### config.mk
export PLATFORM = sky130hd
export DESIGN_NAME = sound_tone_gen
export DESIGN_NICKNAME = d
export VERILOG_FILES = /design/src/rtl/sound_tone_gen.sv
export SDC_FILE = /design/constraint.sdc
export NUM_CORES = 1
export LEC_CHECK = 0
export BUFFER_PORTS_ARGS = -buffer_cell sky130_fd_sc_hd__buf_2
export CORE_UTILIZATION = 60
export DETAILED_ROUTE_END_ITERATION = 10
export PLACE_DENSITY = 0.78
export RECOVER_POWER = 50
export SYNTH_ARGS = -nofsm -noshare
export SYNTH_HDL_FRONTEND = slang
export SYNTH_SLANG_ARGS = --single-unit
### constraint.sdc
create_clock -name clk -period 2.6 [get_ports clk]
set_input_delay 0 -clock clk [delete_from_list [all_inputs] [get_ports clk]]
set_output_delay 0 -clock clk [all_outputs]
set_load 0.005 [all_outputs]
### src/rtl/sound_tone_gen.sv
// Square-wave tone generator: turns rising sound-event classes into fixed-length
// tones whose pitch follows the event class (move / good / bad collision).
module sound_tone_gen #(
    parameter int                PER_W      = 16,
    parameter int                DUR_W      = 24,
    parameter logic [PER_W-1:0]  MOVE_HALF  = 16'd22727,
    parameter logic [PER_W-1:0]  GOOD_HALF  = 16'd9091,
    parameter logic [PER_W-1:0]  BAD_HALF   = 16'd45455,
    parameter logic [DUR_W-1:0]  DUR_CYCLES = 24'd1000000
) (
    input  logic       clk,
    input  logic       nRst,
    input  logic       playSound,
    input  logic       mode_i,
    input  logic       goodColl,
    input  logic       badColl,
    input  logic [3:0] direction,
    output logic       speaker,
    output logic       busy,
    output logic [1:0] tone_cls
);

    typedef enum logic {
        ST_IDLE,
        ST_PLAY
    } state_t;

    localparam logic [DUR_W-1:0] DUR_LAST = DUR_CYCLES - 1'b1;

    state_t           r_state;
    logic [1:0]       r_cls_q;
    logic [1:0]       r_tone_cls;
    logic [PER_W-1:0] r_half_cnt;
    logic [DUR_W-1:0] r_dur_cnt;
    logic             r_speaker;
    logic             r_busy;

    logic [1:0]       w_cls;
    logic             w_trig;
    logic [PER_W-1:0] w_half;
    logic [PER_W-1:0] w_half_last;

    // Event class with bad > good > move priority; gated by the mode FSM request.
    always_comb begin
        w_cls = 2'd0;
        if (playSound) begin
            if (badColl)
                w_cls = 2'd3;
            else if (goodColl)
                w_cls = 2'd2;
            else if (|direction)
                w_cls = 2'd1;
        end
    end

    // Rising class only, so a held button or collision yields a single tone.
    assign w_trig = mode_i && (w_cls > r_cls_q);

    always_comb begin
        case (r_tone_cls)
            2'd2:    w_half = GOOD_HALF;
            2'd3:    w_half = BAD_HALF;
            default: w_half = MOVE_HALF;
        endcase
    end

    assign w_half_last = w_half - 1'b1;

    always_ff @(posedge clk or negedge nRst) begin
        if (!nRst) begin
            r_state    <= ST_IDLE;
            r_cls_q    <= 2'd0;
            r_tone_cls <= 2'd0;
            r_half_cnt <= '0;
            r_dur_cnt  <= '0;
            r_speaker  <= 1'b0;
            r_busy     <= 1'b0;
        end else begin
            r_cls_q <= w_cls;
            if (!mode_i) begin
                r_state    <= ST_IDLE;
                r_tone_cls <= 2'd0;
                r_half_cnt <= '0;
                r_dur_cnt  <= '0;
                r_speaker  <= 1'b0;
                r_busy     <= 1'b0;
            end else begin
                case (r_state)
                    ST_IDLE: begin
                        if (w_trig) begin
                            r_state    <= ST_PLAY;
                            r_tone_cls <= w_cls;
                            r_half_cnt <= '0;
                            r_dur_cnt  <= '0;
                            r_speaker  <= 1'b1;
                            r_busy     <= 1'b1;
                        end
                    end
                    ST_PLAY: begin
                        // A higher-class event restarts the tone, even on its last cycle.
                        if (w_trig && (w_cls > r_tone_cls)) begin
                            r_tone_cls <= w_cls;
                            r_half_cnt <= '0;
                            r_dur_cnt  <= '0;
                            r_speaker  <= 1'b1;
                        end else if (r_dur_cnt == DUR_LAST) begin
                            r_state    <= ST_IDLE;
                            r_tone_cls <= 2'd0;
                            r_half_cnt <= '0;
                            r_dur_cnt  <= '0;
                            r_speaker  <= 1'b0;
                            r_busy     <= 1'b0;
                        end else begin
                            r_dur_cnt <= r_dur_cnt + 1'b1;
                            if (r_half_cnt == w_half_last) begin
                                r_half_cnt <= '0;
                                r_speaker  <= ~r_speaker;
                            end else begin
                                r_half_cnt <= r_half_cnt + 1'b1;
                            end
                        end
                    end
                    default: r_state <= ST_IDLE;
                endcase
            end
        end
    end

    assign speaker  = r_speaker;
    assign busy     = r_busy;
    assign tone_cls = r_tone_cls;

endmodule

==> results by group <==
Cells and area
  • Multi-input logic area: between 1000 and 1500 um2
  • Reg area: 1180 um2
  • End-of-flow core utilization: 0.702
  • Synth-to-Final Area Change: 12.9%
  • Final Instance Area: approximately 3000 um2
  • Antenna Cells: 0
  • Filler Cells Inserted: 335
  • Fraction of layout cells with a size suffix above 1: 0.149
  • Layout Nets: ~350

Clock network
  • Root buffer cell: clkbuf_8
  • Clock slew at reported path FFs: about 0.09 ns
  • Latest clock arrival within the worst-skew pair: roughly 0.3 ns
  • Number of H-tree levels: 2
  • Total CTS buffers: 5
  • CTS tree: yes
  • Clock sinks: 47
  • Longest Clk Path Bufs: 2

Yosys
  • Synth cell types: 55
  • Synthesized cell area: between 2000 and 3000 um2
  • Post-synth EDFFs: 0
  • Mean post-synth cell area: around 9 um2
  • Yosys warns: 0
  • Syn_nets: 318
  • Synth Register Bits: 47
  • Ys async rst share: 1.00
  • Top_reg_cell synth: dfrtp_1
  • Post-synthesis sequential area ratio: 0.435
  • Gate Count Post-Synth: roughly 300

Power
  • Leakage: 1.28 nW
  • Worst VDD drop: between 300 and 400 uV
  • Tot Pwr: 0.00153 W
  • Pwr/cell area: ~500 nW/um2

Worst setup path
  • Worst Setup SP: playSound
  • CP Cell Sequence: dlygate4sd3_1 -> buf_2 -> o21a_1 -> ha_1 -> nor2b_1 -> o211ai_1 -> o21ai_1 -> buf_4 -> nor2_2 -> buf_4 -> nand2_1 -> o31ai_1
  • Startpoint types: input pin
  • R2R depth: 10
  • Crit end category: flip-flop
  • Slowest cell on the critical path: dlygate4sd3_1
  • Worst reg2reg endpoint: r_half_cnt[8]
  • Crit path to: r_half_cnt[8]
  • Crit path required time: between 2 and 3 ns
  • R2R Setup Slk: between 0.2 and 0.25 ns
  • Most common cell on crit path: buf_4
  • Critical Path Max Stage Delay: between 0.5 and 0.6 ns
  • WS Path Type: input pin to flip-flop
  • CP bufs+invs: 4
  • CP Depth: 12
  • CP Max Fanout: 8
  • RR Startpoint: tone_cls[1]
  • WP data arrival: about 2.7 ns
  • Crit-path leading delay family: buffers and inverters

Timing
  • RSZ-0062 raised after global routing: false
  • Period utilization: 0.951
  • Clock Skews: approximately 0.012 ns
  • Slew @ Worst Pin: 1.16 ns
  • Final worst slack: 0.126 ns
  • Fin. Hold Viols: 0
  • Final setup violation count: 0
  • Fmax: a little over 0.4 GHz
  • Max-slew violations: 0
  • Setup TNS: 0 ns
  • Min cycle time layout: around 2.5 ns
  • Relative slew slack: 0.227

Floorplanning
  • Die area: 4780 um2
  • IO Count: 14
  • Initial Util: 0.622
  • Core Rows: 24
  • Die X: just under 70 um
  • Die height: a little under 70 um
  • CORE AREA: 4350 um2

Detailed routing
  • Wire per inst: 14.8 um
  • First-pass DRT Iterations: 4
  • Remaining antenna violation count: 0
  • Drt total wl: approximately 5700 um
  • DRT iter0 DRCs: 188
  • Remaining DRCs: 0
  • Vias: approximately 2,300
  • Vias/cell: 5.87

Placed design
  • Post-DP HPWL: 4010 um
  • Area after DPL: approximately 3000 um2
  • Pre-CTS WS: 0.0535 ns
  • # port buffers: 13
  • Gpl congestion: around 0.76

GRT
  • First-pass GRT wire length: around 9800 um
  • Initial antenna violation count: 0
  • Largest net degree at the start of global routing: between 40 and 50
  • Number of global-route vias before repair: roughly 2,200
  • GR Util All Layers: 0.257
  • Total grt overflow: 0

Run status
  • Status: completed

Worst hold path
  • Hold crit path type: input pin to flip-flop

Job
  • Max cap viols: 0
-- per-stage QoR --
step           hold slack [ns]  cells
6_report                0.0143    387
4_1_cts              0.0000248    387
3_5_place_dp             0.246    377
2_1_floorplan           -0.296    301
5_1_grt                0.00770    387
3_3_place_gp             0.232    377
-- state kept, by name, indices dropped and copies added, names as in the netlist --
signal	cells
r_dur_cnt	24
r_half_cnt	16
r_cls_q	2
tone_cls	2
busy	1
r_state	1
speaker	1
-- cell type report --
class	count	share of cell area
Inverter	12	0.0147
Tap cell	52	0.0213
Timing Repair Buffer	34	0.0720
Sequential cell	47	0.385
Clock buffer	8	0.0327
Multi-Input combinational cell	234	0.474
-- worst reg2reg max path, delay by kind of cell (launching register included) --
family	cells	cell delay, ns
buffers and inverters	3	0.43
and+or+nand+nor	3	0.43
adders and majority gates	1	0.30
AOI/OAI and AO/OA	3	0.74
DFF	1	0.36
-- timing repair --
action / CTS / global route
endpoints found under the setup margin: 0 / 10
buffers inserted: 0 / 0
gates resized for setup: 0 / 3
endpoints found under the hold margin: 48 / 0
hold buffers: 2 / 0
-- cells by family (layout without fill, tap and decap cells) --
group	after synthesis	after routing	synth area share
compound gates	63	63	0.160
mux	5	5	0.0190
buf+inv	20	54	0.0351
xor+xnor	16	16	0.0518
fa+ha+maj	7	7	0.0324
simple gates	143	143	0.268
flops	47	47	0.435
-- synth_stat cells, drive strengths merged (6+ instances only) --
cell type / count / area share
xor2: 9 / 0.029
inv: 12 / 0.017
nor2b: 6 / 0.014
nor2: 36 / 0.052
xnor2: 7 / 0.023
nand2: 35 / 0.049
dfrtp: 47 / 0.43
a21oi: 13 / 0.024
nand4: 9 / 0.021
nand3: 23 / 0.043
or3: 6 / 0.014
o21ai: 24 / 0.046
ha: 7 / 0.032
-- layout by cell type, fill, tap and decap left out, drive strengths merged, types with 9 or more instances in the layout --
cell and n:
nor2 36, nand2 35, inv 12, dfrtp 47, o21ai 24, clkbuf 11, xor2 9, nand3 23
a21oi 13, buf 29, nand4 9
-- metal layers --
layer  up-vias  GRT usage  share of wire
met4         0     0.0952          0.019
li1       1142          -              -
met3         8     0.0439          0.032
met1      1086      0.338           0.46
met5         -          0              0
met2        37      0.425           0.49
-- power by group --
group	internal [W]	total, W	switching [W]
logic	0.000107	0.000270	0.000163
clock network	0.000243	0.000483	0.000240
registers	0.000753	0.000772	0.0000198
total	0.00110	0.00153	0.000422
-- worst min path at each step --
stage                     cells after the start  slack (ns)  startpoint          to
after floorplan                               0       -0.30        nRst        busy
after global routing                          2       0.008      mode_i        busy
after global placement                        1        0.23        nRst  r_cls_q[1]
after CTS                                     2     0.00002      mode_i        busy
final                                         2        0.01      mode_i        busy
after detailed placement                      1        0.25        nRst  r_cls_q[1]
Note: power is estimated with default switching activity, not from simulation.
